$ cat src/rtl/mul_issue_ctrl_pkg.sv
// ----------------------------------------------------------------------------
// mul_pkg
// Shared definitions for the multiply issue/writeback controller.
//   - state_e     : controller FSM state encoding (IDLE=0, START=1, WAIT=2, HOLD=3)
//   - *_DEF       : default widths and timeout
//   - timer_width : bit width of a counter that must hold 0..max_val
// ----------------------------------------------------------------------------
package mul_pkg;

  localparam int DATA_W_DEF  = 32;
  localparam int TAG_W_DEF   = 5;
  localparam int TIMEOUT_DEF = 31;

  typedef enum logic [1:0] {
    ST_IDLE  = 2'd0,
    ST_START = 2'd1,
    ST_WAIT  = 2'd2,
    ST_HOLD  = 2'd3
  } state_e;

  function automatic int timer_width(input int max_val);
    return $clog2(max_val + 1);
  endfunction

endpackage

$ cat src/rtl/mul_issue_ctrl_if.sv
// ----------------------------------------------------------------------------
// mul_issue_ctrl_if
// Bundles the three channels around the multiply issue controller:
//   request   : req_valid/req_ready, req_op, req_a, req_b, req_rd, stall
//   multiplier: mul_start, mul_op, mul_a, mul_b, mul_valid, mul_result
//   writeback : wb_valid/wb_ready, wb_rd, wb_data, err_timeout
// Modports:
//   master : the controller (drives req_ready/stall, mul_*, wb_*, err_timeout)
//   slave  : the surroundings (ID/EX stage, multiplier, writeback)
// ----------------------------------------------------------------------------
interface mul_issue_ctrl_if
  import mul_pkg::*;
#(
  parameter int DATA_W = DATA_W_DEF,
  parameter int TAG_W  = TAG_W_DEF
);

  logic              req_valid;
  logic              req_ready;
  logic              req_op;
  logic [DATA_W-1:0] req_a;
  logic [DATA_W-1:0] req_b;
  logic [TAG_W-1:0]  req_rd;
  logic              stall;

  logic              mul_start;
  logic              mul_op;
  logic [DATA_W-1:0] mul_a;
  logic [DATA_W-1:0] mul_b;
  logic              mul_valid;
  logic [DATA_W-1:0] mul_result;

  logic              wb_valid;
  logic              wb_ready;
  logic [TAG_W-1:0]  wb_rd;
  logic [DATA_W-1:0] wb_data;
  logic              err_timeout;

  modport master (
    input  req_valid, req_op, req_a, req_b, req_rd,
    output req_ready, stall,
    output mul_start, mul_op, mul_a, mul_b,
    input  mul_valid, mul_result,
    output wb_valid, wb_rd, wb_data, err_timeout,
    input  wb_ready
  );

  modport slave (
    output req_valid, req_op, req_a, req_b, req_rd,
    input  req_ready, stall,
    input  mul_start, mul_op, mul_a, mul_b,
    output mul_valid, mul_result,
    input  wb_valid, wb_rd, wb_data, err_timeout,
    output wb_ready
  );

endinterface

$ cat src/rtl/mul_issue_ctrl_wait_timer.sv
// ----------------------------------------------------------------------------
// mul_wait_timer
// Clearable saturating up-counter used to bound the wait for the multiplier.
// Ports:
//   clk, rst_n : clock, asynchronous active-low reset
//   i_clr      : synchronous clear to 0 (has priority over i_en)
//   i_en       : count up by one, holding at TIMEOUT
//   o_done     : count has reached TIMEOUT
// ----------------------------------------------------------------------------
module mul_wait_timer
  import mul_pkg::*;
#(
  parameter int TIMEOUT = TIMEOUT_DEF
) (
  input  logic clk,
  input  logic rst_n,
  input  logic i_clr,
  input  logic i_en,
  output logic o_done
);

  localparam int                 CNT_W   = timer_width(TIMEOUT);
  localparam logic [CNT_W-1:0]   CNT_MAX = CNT_W'(TIMEOUT);

  logic [CNT_W-1:0] r_count;

  // NOTE: sequential state uses non-blocking (<=) so every flop samples the
  // pre-edge value of its inputs, independent of statement order.
  always_ff @(posedge clk or negedge rst_n) begin
    if (!rst_n) begin
      r_count <= '0;
    end else if (i_clr) begin
      r_count <= '0;
    end else if (i_en && (r_count != CNT_MAX)) begin
      r_count <= r_count + CNT_W'(1);
    end
  end

  assign o_done = (r_count == CNT_MAX);

endmodule

$ cat src/rtl/mul_issue_ctrl.sv
// ----------------------------------------------------------------------------
// mul_issue_ctrl
// Issue/writeback controller wrapped around a multi-cycle multiplier.
// Accepts one request, holds its operands, pulses mul_start, waits (bounded
// by TIMEOUT) for the multiplier's level valid, then offers the product and
// destination tag to writeback until accepted.
//
// Ports:
//   clk, rst_n : clock (rising edge), asynchronous active-low reset
//   bus        : mul_issue_ctrl_if.master (request, multiplier, writeback)
//
// Parameters: DATA_W (operand/result width), TAG_W (tag width),
//             TIMEOUT (WAIT cycles before abort, must be >= 12)
//
// Build option: MUL_ZERO_BYPASS_EN -- when defined, a request with a zero
// operand skips the multiplier and goes straight to writeback with 0.
// ----------------------------------------------------------------------------
module mul_issue_ctrl
  import mul_pkg::*;
#(
  parameter int DATA_W  = DATA_W_DEF,
  parameter int TAG_W   = TAG_W_DEF,
  parameter int TIMEOUT = TIMEOUT_DEF
) (
  input  logic               clk,
  input  logic               rst_n,
  mul_issue_ctrl_if.master   bus
);

  state_e            r_state;
  logic              r_req_ready;
  logic              r_mul_start;
  logic              r_op;
  logic [DATA_W-1:0] r_a;
  logic [DATA_W-1:0] r_b;
  logic [TAG_W-1:0]  r_rd;
  logic              r_wb_valid;
  logic [DATA_W-1:0] r_wb_data;
  logic              r_err_timeout;

  logic w_timer_clr;
  logic w_timer_en;
  logic w_timer_done;
  logic w_bypass;

  // Timer is zeroed while START is active so WAIT begins counting from 0.
  assign w_timer_clr = (r_state == ST_START);
  assign w_timer_en  = (r_state == ST_WAIT);

  mul_wait_timer #(
    .TIMEOUT (TIMEOUT)
  ) u_wait_timer (
    .clk    (clk),
    .rst_n  (rst_n),
    .i_clr  (w_timer_clr),
    .i_en   (w_timer_en),
    .o_done (w_timer_done)
  );

`ifdef MUL_ZERO_BYPASS_EN
  assign w_bypass = (bus.req_a == '0) || (bus.req_b == '0);
`else
  assign w_bypass = 1'b0;
`endif

  always_ff @(posedge clk or negedge rst_n) begin
    if (!rst_n) begin
      r_state       <= ST_IDLE;
      r_req_ready   <= 1'b1;
      r_mul_start   <= 1'b0;
      r_op          <= 1'b0;
      r_a           <= '0;
      r_b           <= '0;
      r_rd          <= '0;
      r_wb_valid    <= 1'b0;
      r_wb_data     <= '0;
      r_err_timeout <= 1'b0;
    end else begin
      case (r_state)
        ST_IDLE: begin
          if (bus.req_valid) begin
            r_op        <= bus.req_op;
            r_a         <= bus.req_a;
            r_b         <= bus.req_b;
            r_rd        <= bus.req_rd;
            r_req_ready <= 1'b0;
            if (w_bypass) begin
              r_wb_data  <= '0;
              r_wb_valid <= 1'b1;
              r_state    <= ST_HOLD;
            end else begin
              r_mul_start <= 1'b1;
              r_state     <= ST_START;
            end
          end
        end

        ST_START: begin
          r_mul_start <= 1'b0;
          r_state     <= ST_WAIT;
        end

        // A result in the same cycle as the timeout takes priority.
        ST_WAIT: begin
          if (bus.mul_valid) begin
            r_wb_data  <= bus.mul_result;
            r_wb_valid <= 1'b1;
            r_state    <= ST_HOLD;
          end else if (w_timer_done) begin
            r_wb_data     <= '0;
            r_err_timeout <= 1'b1;
            r_wb_valid    <= 1'b1;
            r_state       <= ST_HOLD;
          end
        end

        ST_HOLD: begin
          if (bus.wb_ready) begin
            r_wb_valid  <= 1'b0;
            r_req_ready <= 1'b1;
            r_state     <= ST_IDLE;
          end
        end

        default: begin
          r_state <= ST_IDLE;
        end
      endcase
    end
  end

  assign bus.req_ready   = r_req_ready;
  assign bus.stall       = bus.req_valid & ~r_req_ready;
  assign bus.mul_start   = r_mul_start;
  assign bus.mul_op      = r_op;
  assign bus.mul_a       = r_a;
  assign bus.mul_b       = r_b;
  assign bus.wb_valid    = r_wb_valid;
  assign bus.wb_rd       = r_rd;
  assign bus.wb_data     = r_wb_data;
  assign bus.err_timeout = r_err_timeout;

endmodule
$ cat src/flat_wrapper.sv
// flat-port wrapper written by rule: the top's interface ports become plain ports
module mul_issue_ctrl_flat import mul_pkg::*;
#(
  parameter int DATA_W  = DATA_W_DEF,
  parameter int TAG_W   = TAG_W_DEF,
  parameter int TIMEOUT = TIMEOUT_DEF
)
  (clk, rst_n, bus_req_valid, bus_req_op, bus_req_a, bus_req_b, bus_req_rd, bus_req_ready, bus_stall, bus_mul_start, bus_mul_op, bus_mul_a, bus_mul_b, bus_mul_valid, bus_mul_result, bus_wb_valid, bus_wb_rd, bus_wb_data, bus_err_timeout, bus_wb_ready);
  mul_issue_ctrl_if #(.DATA_W(DATA_W), .TAG_W(TAG_W)) bus_i ();
  input  logic clk;
  input  logic rst_n;
  input wire logic [$bits(bus_i.req_valid)-1:0] bus_req_valid;
  input wire logic [$bits(bus_i.req_op)-1:0] bus_req_op;
  input wire logic [$bits(bus_i.req_a)-1:0] bus_req_a;
  input wire logic [$bits(bus_i.req_b)-1:0] bus_req_b;
  input wire logic [$bits(bus_i.req_rd)-1:0] bus_req_rd;
  output wire logic [$bits(bus_i.req_ready)-1:0] bus_req_ready;
  output wire logic [$bits(bus_i.stall)-1:0] bus_stall;
  output wire logic [$bits(bus_i.mul_start)-1:0] bus_mul_start;
  output wire logic [$bits(bus_i.mul_op)-1:0] bus_mul_op;
  output wire logic [$bits(bus_i.mul_a)-1:0] bus_mul_a;
  output wire logic [$bits(bus_i.mul_b)-1:0] bus_mul_b;
  input wire logic [$bits(bus_i.mul_valid)-1:0] bus_mul_valid;
  input wire logic [$bits(bus_i.mul_result)-1:0] bus_mul_result;
  output wire logic [$bits(bus_i.wb_valid)-1:0] bus_wb_valid;
  output wire logic [$bits(bus_i.wb_rd)-1:0] bus_wb_rd;
  output wire logic [$bits(bus_i.wb_data)-1:0] bus_wb_data;
  output wire logic [$bits(bus_i.err_timeout)-1:0] bus_err_timeout;
  input wire logic [$bits(bus_i.wb_ready)-1:0] bus_wb_ready;
  assign bus_i.req_valid = bus_req_valid;
  assign bus_i.req_op = bus_req_op;
  assign bus_i.req_a = bus_req_a;
  assign bus_i.req_b = bus_req_b;
  assign bus_i.req_rd = bus_req_rd;
  assign bus_req_ready = bus_i.req_ready;
  assign bus_stall = bus_i.stall;
  assign bus_mul_start = bus_i.mul_start;
  assign bus_mul_op = bus_i.mul_op;
  assign bus_mul_a = bus_i.mul_a;
  assign bus_mul_b = bus_i.mul_b;
  assign bus_i.mul_valid = bus_mul_valid;
  assign bus_i.mul_result = bus_mul_result;
  assign bus_wb_valid = bus_i.wb_valid;
  assign bus_wb_rd = bus_i.wb_rd;
  assign bus_wb_data = bus_i.wb_data;
  assign bus_err_timeout = bus_i.err_timeout;
  assign bus_i.wb_ready = bus_wb_ready;
  mul_issue_ctrl #(.DATA_W(DATA_W), .TAG_W(TAG_W), .TIMEOUT(TIMEOUT)) u_core (.clk(clk), .rst_n(rst_n), .bus(bus_i));
endmodule
$ cat config.mk
export PLATFORM = sky130hd
export DESIGN_NAME = mul_issue_ctrl_flat
export DESIGN_NICKNAME = d
export VERILOG_FILES = /design/src/rtl/mul_issue_ctrl_pkg.sv /design/src/rtl/mul_issue_ctrl_if.sv /design/src/rtl/mul_issue_ctrl_wait_timer.sv /design/src/rtl/mul_issue_ctrl.sv /design/src/flat_wrapper.sv
export SDC_FILE = /design/constraint.sdc
export NUM_CORES = 1
export LEC_CHECK = 0
export CAP_MARGIN = 10
export CORE_ASPECT_RATIO = 0.8
export CORE_UTILIZATION = 40
export CTS_CLUSTER_DIAMETER = 120
export DETAILED_ROUTE_END_ITERATION = 10
export GPL_TIMING_DRIVEN = 1
export HOLD_SLACK_MARGIN = 0.03
export MAX_ROUTING_LAYER = met4
export PLACE_DENSITY = 0.8
export SYNTH_ARGS = -nofsm -noshare
export SYNTH_HDL_FRONTEND = slang
export SYNTH_SLANG_ARGS = --single-unit
export TNS_END_PERCENT = 20
$ cat constraint.sdc
create_clock -name clk -period 1.92 [get_ports clk]
set_input_delay 0.192 -clock clk [delete_from_list [all_inputs] [get_ports clk]]
set_output_delay 0.192 -clock clk [all_outputs]
set_load 0.02 [all_outputs]
# Word-level counts from Yosys, hierarchy flattened
# Index checks and enable logic that the tools add are counted.
[word_totals]
word_cells = 55
ram_bits = 0
romBits = 0
output_inout_bits = 107
latch_bits = 0
reg_bits = 113
memories = 0
[op_classes]
n_lt_le_gt_ge = 0
mul = 0
eq_ne = 8
shift = 0
n_addsub = 1
n_reduce_logical = 14
n_bitwise = 3
muxes = 18
n_div = 0
[op_table]
columns = ["op", "n"]
rows = [
  ["$mux 32", 2],
  ["$reduce_and 3->1", 4],
  ["$mux 5", 2],
  ["$reduce_bool 2->1", 5],
  ["$mux 2", 4],
  ["$pmux 2 s4", 1],
  ["$mux 1", 6],
  ["$pmux 1 s2", 3],
  ["$reduce_and 2->1", 3],
  ["$add 5x1->5 const B", 1],
  ["$eq 5x5->1 const B", 1],
  ["$ne 5x5->1 const B", 1],
  ["$eq 2x2->1 const B", 2],
  ["$ne 2x2->1 const B", 2],
  ["$ne 3x2->1 const B", 1],
  ["$eq 2x1->1 const B", 1],
  ["$logic_not 2->1", 1],
  ["$not 1->1", 2],
  ["$and 1x1->1", 1],
  ["$logic_and 1x1->1", 1],
]

# Longest topological paths before layout
# Gate-level depths: netlist of the first run.
[logic_depth]
depth_word = 4
ltp_mapped = 7
depth_no_buf = 6

# Hierarchy
# Synthesis of the first run repeated with hierarchy kept, for this count alone.
[unflattened]
hier_cells = 276
hier_area_um2 = 4336.7
[modules_own_cells]
columns = ["module", "area_each_um2", "cells_per_inst", "instances"]
rows = [
  ["mul_issue_ctrl", 4087.7, 253, 1],
  ["mul_wait_timer", 249.0, 23, 1],
]

# Least setup slack after synthesis of the first run
# No wires, ideal clock.
[synth_timing]
path_kind = "register -> register"
start = "register u_core.u_wait_timer.r_count[0]"
end = "register u_core.u_wait_timer.r_count[3]"
setup_slack_ps = 199
stages_incl_launch_ff = 7
synth_period_minus_slack_ps = 1721
arrival_ps = 1644
path_cell_list = "dfrtp_1 -> ha_1 -> and3_1 -> ha_1 -> nand2b_1 -> or3_1 -> a21oi_1"
[synth_via]
elab_chain_cells = 3
[synth_rtl]
columns = ["element", "line", "source"]
rows = [
  ["from (decl)", "mul_issue_ctrl_wait_timer.sv:25", "logic [CNT_W-1:0] r_count;"],
  ["from (signal assigned)", "mul_issue_ctrl_wait_timer.sv:35", "r_count <= r_count + CNT_W'(1);"],
  ["$add 5x1->5 or $ne 5x5->1 (tied branches)", "mul_issue_ctrl_wait_timer.sv:35, mul_issue_ctrl_wait_timer.sv:34", ""],
  ["$mux 5 or $logic_and 1x1->1 (tied branches)", "mul_issue_ctrl_wait_timer.sv:34", "end else if (i_en && (r_count != CNT_MAX)) begin"],
  ["$mux 5 or $reduce_bool 2->1 (tied branches)", "n/a", ""],
]
# Several ways; a longest one is shown, not always the timed one. The select of a mux whose other input is x is not followed.
# A chain may end at the register's enable or synchronous reset.

# Worst setup path in the final report of the first run
# Ends and elaborated chain as after synthesis.

==> results.txt, run 1 <==
----------------------------------------------------
[STA]
  Sum Neg Setup Slack ... 0 ns
  Period utilization ... 0.948
  Max Fclk ... 0.549 GHz
  Final hold vios ... 0
  RSZ-0062 raised after global routing ... false
  Final setup viols ... 0
  Time the worst path needs with I/O delays and setup ... 1.82 ns
  Slew @ Worst Pin ... 0.555 ns
  Final setup skew ... 0.00632 ns
  Fin worst setup slack ... 0.0998 ns
  Max-slew headroom ... 0.630
  Final-report max-slew violation count ... 0

[Global route]
  Via count of the first global-routing pass ... 3,395
  Largest net degree at the start of global routing ... 42
  Wire length of the first global-routing pass ... 17,900 um
  Number of antenna violations at the first check in global routing ... 0
  All-Layer GR Usage ... 0.215
  Overflow left after global routing ... 0

[Power and ir drop]
  Power share of the sequential group ... 0.320
  Total internal power ... ~8.5 mW
  Net switching power ... 4.57 mW
  Combinational Power Share ... 0.448
  IR Drop Worst-Case VDD ... 1.05 mV
  Pwr Density ... 1800 mW/mm^2
  Share of total power in the clock network ... 0.232
  Fraction of power spent switching nets ... 0.349
  Total leakage power ... 3.15 nW

[Synthesis]
  Cell with the most instances after synthesis ... dfrtp_1
  Net count after synthesis ... 396
  Synth Instances ... 282
  Most frequent cells after synthesis ... dfrtp_1 (112), mux2_1 (71), a22o_1 (32), buf_2 (12)
  Warnings, synthesis ... 0
  Most frequently used flop master after synthesis ... dfrtp_1
  Flops & latches, synth ... 113
  Area of the mapped netlist ... 0.00433 sq mm
  Register area share after synthesis ... 0.653
  Syn_area_per_cell ... around 15 sq um
  Number of different library cells in the post-synthesis netlist ... 26
  Number of synthesized flops with an enable pin ... 0
  Proportion of netlist area held by the largest area contributor ... 0.647
  Cell type contributing the most total cell area after synthesis ... dfrtp_1
  Share of async-settable or async-resettable flops after synthesis ... 1.00
  Biggest area contributors in the synthesized netlist ... dfrtp_1 (65%), mux2_1 (18%), a22o_1 (6.5%)

[Floorplanning]
  IO Pins ... 214
  Width of the die ... 118 um
  Std cell rows ... 33
  Die footprint ... 0.0113 sq mm
  Vertical die dimension ... around 95 um
  Core footprint ... around 0.010 sq mm
  Initial Utilization ... 0.416

[Worst setup path]
  Critical Path Fanout Max ... 4
  Req. time, crit path ... around 2.3 ns
  Max incr delay on CP ... 0.41 ns
  CP endpoint kind ... flip-flop
  Cell chain of the critical path ... ha_1 > and3_1 > ha_2 > nand2b_1 > or3_4 > a21oi_2
  Type of the worst setup path ... flip-flop to flip-flop
  Cell type of the slowest stage on the worst timing path ... dfrtp_1
  Crit start category ... flip-flop
  Data arrival at the endpoint of the critical path ... 2.15 ns

[Final layout]
  Final net count ... 623
  Fraction of final layout cells with drive strength greater than 1 ... 0.0940
  Multi-input gate area ... 0.00141 sq mm
  Number of fillers in the final layout ... 752
  Area used by sequential logic in the layout ... 0.00283 sq mm
  Synth-to-Final Area Change ... 68.4%
  Design Area, Final ... between 0.007 and 0.008 sq mm
  Antenna Diode Count ... 0

[Clock tree]
  H-tree depth ... 4
  Max clock buf depth ... 2
  Number of CTS-inserted buffers ... 17
  Clock tree sinks ... 113
  CTS tree ... built
  Clock edge transition at the registers on the reported setup and hold paths ... 0.05 ns
  Clk Latency, worst-skew pair ... 0.40 ns
  Clock tree root driver cell ... clkbuf_16
  Postcts setup bufs ... 0

[Routing]
  DRC violation total after the first TritonRoute iteration ... 112
  Remaining routing DRC violations ... 0
  Routed wire per std cell ... roughly 17 um
  Routed vias ... 3,205
  Antenna Nets Post-Route ... 0
  DR vias/cell ... 4.85
  Number of detailed-route iterations in the first pass ... 6
  Aggregate routed wire length ... 11,300 um

[Place]
  Cell area reported after detailed placement ... 0.00670 sq mm
  Count of input and output buffers ... 213
  Final weighted congestion in routability-driven placement ... around 0.78
  Sum of net half-perimeters after detailed placement ... a little over 8000 um
  Placement-stage worst setup slack ... ~0.056 ns

[Job]
  Reported max-cap violation count ... 0

[Hold path]
  Worst hold-check path type ... primary input to async pin

[Status]
  Run status ... finished, final reports clean

----------------------------------------------------
-- logic make-up after synthesis --
kind of cell    share of synthesized area
xor+xnor                          0.00404
flops                               0.653
fa+ha+maj                          0.0202
simple gates                       0.0240
compound gates                     0.0884
mux                                 0.185
buf+inv                            0.0260
-- power by group through the flow --
stage | Combinational, mW | Sequential (mW) | Clock (mW)
after floorplan | 1.54 | 5.51 | 0
after global placement | 5.75 | 4.15 | 0
after detailed placement | 5.91 | 4.21 | 0
after CTS | 5.94 | 4.20 | 3.10
after global routing | 6.21 | 4.35 | 3.20
final | 5.87 | 4.20 | 3.04
-- cell type report --
cell class / instances / share of cell area
well taps: 140 / 0.0240
flip-flops and latches: 113 / 0.388
clock inverters: 13 / 0.0190
clock buffers: 18 / 0.0602
multi-input cells: 149 / 0.194
repair buffers: 223 / 0.313
inverters: 5 / 0.00257
-- worst max-delay path, delay by kind of cell, from the launching register on --
| kind | cells | cell delay (ns) |
|---|---|---|
| and+or+nand+nor | 3 | 0.78 |
| DFF | 1 | 0.41 |
| adders and majority gates | 2 | 0.42 |
| AOI/OAI and AO/OA | 1 | 0.14 |
-- what timing repair did --
item	4_1_cts	5_1_grt
setup endpoints to repair	0	4
hold buffers	1	0
resized for setup	0	3
endpoints found under the hold margin	38	0
-- cell usage in the layout, fill, tap and decap left out, types with 3 or more instances in the layout --
master / instances
buf_4: 4
clkinvlp_4: 5
a22o_1: 32
a21oi_1: 5
clkdlybuf4s50_1: 212
o21ai_0: 5
nor2b_1: 3
nor2_1: 4
nand2_1: 6
ha_1: 6
mux2_1: 71
inv_1: 5
buf_12: 6
clkbuf_16: 17
dfrtp_1: 112
clkinv_2: 3
-- metal layers --
| metal | track usage | wire (um) | up-vias |
|---|---|---|---|
| li1 | - | - | 1474 |
| met1 | 0.265 | 4880 | 1585 |
| met2 | 0.342 | 5600 | 124 |
| met3 | 0.0502 | 528 | 22 |
| met4 | 0.0962 | 233 | 0 |
| met5 | - | 0 | - |
-- sequential cells by signal, summed over array words and instances, names as in the netlist --
name                         flops
u_core.bus.mul_a                32
u_core.bus.mul_b                32
u_core.bus.wb_data              32
u_core.bus.wb_rd                 5
u_core.u_wait_timer.r_count      5
u_core.r_state                   2
u_core.bus.err_timeout           1
u_core.bus.mul_op                1
u_core.bus.mul_start             1
u_core.bus.req_ready             1
u_core.bus.wb_valid              1
-- metrics by stage --
stage / hold slack, ns / cells / power [mW] / utilization
floorplan: -0.104 / 282 / 7.06 / -
global placement: 0.211 / 629 / 9.89 / 0.644
detailed placement: 0.218 / 629 / 10.1 / 0.644
CTS: 0.339 / 661 / 13.2 / 0.700
global route: 0.365 / 661 / 13.8 / 0.701
finish: 0.316 / 661 / 13.1 / 0.701
-- final timing paths --
kind	start	endpoint	slack, ns	depth (start not counted)
max in group asynchronous	rst_n	u_core.bus.req_ready$_DFFE_PN1P_	0.93	3
min in group clk	bus_req_a[2]	u_core.bus.mul_a[2]$_DFFE_PN0P_	0.38	2
min	rst_n	u_core.bus.mul_b[2]$_DFFE_PN0P_	0.32	2
min reg2reg	u_core.bus.err_timeout$_DFFE_PN0P_	u_core.bus.err_timeout$_DFFE_PN0P_	0.47	1
max	u_core.u_wait_timer.r_count[0]$_DFFE_PN0P_	u_core.u_wait_timer.r_count[3]$_DFFE_PN0P_	0.1	6
max reg2reg	u_core.u_wait_timer.r_count[0]$_DFFE_PN0P_	u_core.u_wait_timer.r_count[3]$_DFFE_PN0P_	0.1	6
Power figures use the tool's default switching activity.
==> run 2, diff against run 1 <==
Settings changed: SLEW_MARGIN set to 20.
==> results of run 2 <==
No change in the layout: final DEF, timing and power equal those of run 1.
==> run 3, diff against run 2 <==
--- a/config.mk
+++ b/config.mk
@@ -10,4 +10,5 @@
 export CORE_UTILIZATION = 40
 export CTS_CLUSTER_DIAMETER = 120
+export CTS_CLUSTER_SIZE = 14
 export DETAILED_ROUTE_END_ITERATION = 10
 export GPL_TIMING_DRIVEN = 1
==> constraint.sdc (replaced) <==
create_clock -name clk -period 1.92 [get_ports clk]
set_input_delay 0.192 -clock clk [delete_from_list [all_inputs] [get_ports clk]]
set_output_delay 0.192 -clock clk [all_outputs]
set_load 0.01 [all_outputs]
==> run 3 against run 2 <==
Against the previous run:
- clock power barely moved
- utilization shrank 0.16 points
- clock skew up 0.0021 ns
- die area unchanged
- combinational power fell by 15%
- count of clock-buffer cells in the layout grew 1
- non-clock buffer count is 3 lower
==> results.txt, run 3 (same netlist as run 1, synthesis figures left out) <==
----------------------------------------------------
[Place]
  Count of input and output buffers ... 213 (unchanged)
  Placement-stage worst setup slack ... -0.00975 ns (-0.0655 ns)
  Final weighted congestion in routability-driven placement ... 0.769 (-0.75%)
  Sum of net half-perimeters after detailed placement ... 7570 um (-6.8%)
  Dpl cells ... 626 (-0.48%)

[Hold path]
  Worst hold-check path type ... primary input to flip-flop
  Hold endpoint ... u_core.bus.mul_b[15]$_DFFE_PN0P_
  Number of cells traversed by the worst hold path ... 2
  Hold path startpoint ... bus_req_b[15]

[Worst setup path]
  CP endpoint kind ... flip-flop
  Crit-path leading delay family ... simple AND/OR/NAND/NOR gates
  Type of the worst setup path ... flip-flop to flip-flop
  Max incr delay on CP ... 0.41 ns (about the same)
  Critical Path Fanout Max ... 8 (+4)
  Count of buffering cells on the critical path with inverters included ... 0 (unchanged)
  Flop-to-flop setup slack ... 0.11 ns (about the same)
  Destination of the worst register-to-register timing path ... u_core.u_wait_timer.r_count[3]$_DFFE_PN0P_
  Count of cells along the worst register-to-register path ... 6 (unchanged)
  Data arrival at the endpoint of the critical path ... 2.12 ns (-0.03 ns)
  Worst r2r src ... u_core.u_wait_timer.r_count[0]$_DFFE_PN0P_
  Cell type of the slowest stage on the worst timing path ... dfrtp_1
  Req. time, crit path ... 2.23 ns (-0.02 ns)
  Crit start category ... flip-flop
  Cell chain of the critical path ... ha_1 > and3_1 > ha_4 > nand2b_4 > or3_1 > a21oi_1

[STA]
  Final hold vios ... 0 (unchanged)
  RSZ-0062 raised after global routing ... false
  Final setup viols ... 0 (unchanged)
  Max-slew headroom ... 0.608 (-0.0226)
  Final-report max-slew violation count ... 0 (unchanged)
  Sum Neg Setup Slack ... 0 ns (unchanged)
  Period utilization ... 0.941 (-0.00697)
  Time the worst path needs with I/O delays and setup ... 1.81 ns (-0.0134 ns)
  Final setup skew ... 0.00840 ns (+0.00209 ns)
  Fin worst setup slack ... 0.113 ns (+0.0134 ns)
  Slew @ Worst Pin ... 0.589 ns (+0.0340 ns)
  Max Fclk ... 0.553 GHz (+0.74%)

[Routing]
  Sum of met2 wire segment lengths after detailed routing ... 5570 um (-0.54%)
  Remaining routing DRC violations ... 0 (unchanged)
  Length of routed met3 wiring ... 581 um (+10%)
  Routed wire per std cell ... 16.2 um (-4.8%)
  Topmost layer with routed signal wires ... met4
  Routed length on met1 ... 4380 um (-10%)
  DRC violation total after the first TritonRoute iteration ... 112 (unchanged)
  Number of detailed-route iterations in the first pass ... 4 (-2)
  Routed vias ... 3,211 (+0.19%)
  Antenna Nets Post-Route ... 0 (unchanged)
  DR vias/cell ... 4.88 (+0.64%)
  Aggregate routed wire length ... 10,700 um (-5.2%)

[Clock tree]
  Clk Latency, worst-skew pair ... 0.40 ns (about the same)
  H-tree depth ... 4 (unchanged)
  Clock tree root driver cell ... clkbuf_16
  Max clock buf depth ... 2 (unchanged)
  Number of CTS-inserted buffers ... 17 (unchanged)
  Clock tree sinks ... 113 (unchanged)
  Postcts setup bufs ... 0 (unchanged)
  Clock edge transition at the registers on the reported setup and hold paths ... 0.06 ns (about the same)
  CTS tree ... built

[Floorplanning]
  Width of the die ... 118 um (unchanged)
  Std cell rows ... 33 (unchanged)
  Initial Utilization ... 0.416 (unchanged)
  IO Pins ... 214 (unchanged)
  Vertical die dimension ... 95.1 um (unchanged)
  Die footprint ... 0.0113 sq mm (unchanged)
  Core footprint ... 0.0104 sq mm (unchanged)

[Power and ir drop]
  Combinational Power Share ... 0.409 (-0.039)
  Share of total power in the clock network ... 0.249 (+0.017)
  IR Drop Worst-Case VDD ... 1.06 mV (+0.77%)
  Power share of the sequential group ... 0.341 (+0.021)
  Net switching power ... 3.64 mW (-20%)
  Pwr Density ... 1680 mW/mm^2 (-6.6%)
  Fraction of power spent switching nets ... 0.298 (-0.0508)
  Total Power Consumption ... 12.2 mW (-6.9%)
  Total internal power ... 8.57 mW (+0.42%)
  Total leakage power ... 3.14 nW (-0.42%)

[Global route]
  Via count of the first global-routing pass ... 3,273 (-3.6%)
  Largest net degree at the start of global routing ... 114 (+170%)
  Number of antenna violations at the first check in global routing ... 0 (unchanged)
  Overflow left after global routing ... 0 (unchanged)
  Wire length of the first global-routing pass ... 17,000 um (-4.6%)
  All-Layer GR Usage ... 0.204 (-0.0111)

[Status]
  Run status ... finished, final reports clean

[Final layout]
  Fraction of final layout cells with drive strength greater than 1 ... 0.0869 (-0.00718)
  Final std cells w/o fill ... 658 (-0.45%)
  Final core occ ... 0.700 (-0.00156)
  Commonest non-fill, non-tap cell in the layout ... clkdlybuf4s50_1
  Synth-to-Final Area Change ... 68.0%
  Antenna Diode Count ... 0 (unchanged)
  Commonest cells after routing, fill and taps aside ... clkdlybuf4s50_1 (212), dfrtp_1 (112), mux2_1 (71), a22o_1 (32), clkbuf_16 (17)
  Final net count ... 620 (-0.48%)

[Job]
  Reported max-cap violation count ... 0 (unchanged)

----------------------------------------------------
run 3: area by class of cell:
cell class,instances,area (sq um)
tap,140,175
clock buffer,19,453
inverter,5,18.8
timing repair buffer,220,2250
clock inverter,12,135
fill,731,3120
multi-input combinational,149,1420
sequential,113,2830
run 3: what timing repair did:
item / in CTS / in global routing
gates resized for setup: 1 / 2
setup endpoints to repair: 1 / 2
hold buffers: 1 / 0
pin swaps: 0 / 0
endpoints found under the hold margin: 112 / 0
run 3: metal layers:
metal / vias to the layer above / global-route usage
met5: - / -
met4: 0 / 0.0673
met3: 17 / 0.0532
met2: 137 / 0.338
met1: 1587 / 0.245
li1: 1470 / -
run 3: worst max path at each step:
stage                                                     startpoint  depth (start not counted)  slack (ns)                                          to
after global routing      u_core.u_wait_timer.r_count[0]$_DFFE_PN0P_                          6        0.05               u_core.r_state[1]$_DFFE_PN0P_
after detailed placement  u_core.u_wait_timer.r_count[0]$_DFFE_PN0P_                          6       -0.01  u_core.u_wait_timer.r_count[3]$_DFFE_PN0P_
after floorplan           u_core.u_wait_timer.r_count[0]$_DFFE_PN0P_                          6        0.20  u_core.u_wait_timer.r_count[3]$_DFFE_PN0P_
after global placement    u_core.u_wait_timer.r_count[0]$_DFFE_PN0P_                          6         0.1  u_core.u_wait_timer.r_count[3]$_DFFE_PN0P_
after CTS                 u_core.u_wait_timer.r_count[0]$_DFFE_PN0P_                          6        0.04  u_core.u_wait_timer.r_count[3]$_DFFE_PN0P_
final                     u_core.u_wait_timer.r_count[0]$_DFFE_PN0P_                          6        0.11  u_core.u_wait_timer.r_count[3]$_DFFE_PN0P_
run 3: stage by stage:
step                hold slack [ns]  area (sq um)
global placement              0.317          6660
global route                  0.374          7280
finish                        0.382          7280
CTS                           0.369          7260
detailed placement            0.326          6660
floorplan                    -0.104          4330
run 3: worst register-to-register path: cells and delay by family, from the launching register on:
family,cells,cell delay (ns)
AND/OR/NAND/NOR,3,0.73
adder cells (fa/ha/maj),2,0.42
flip-flops,1,0.41
AO/OA/AOI/OAI,1,0.16
run 3: power groups by stage:
stage | Sequential, mW | Combinational [mW] | Clock (mW)
after global routing | 4.32 | 5.32 | 3.25
final | 4.17 | 5.00 | 3.05
after detailed placement | 4.19 | 5.03 | 0
after global placement | 4.13 | 4.90 | 0
after floorplan | 4.67 | 1.54 | 0
after CTS | 4.17 | 5.06 | 3.12
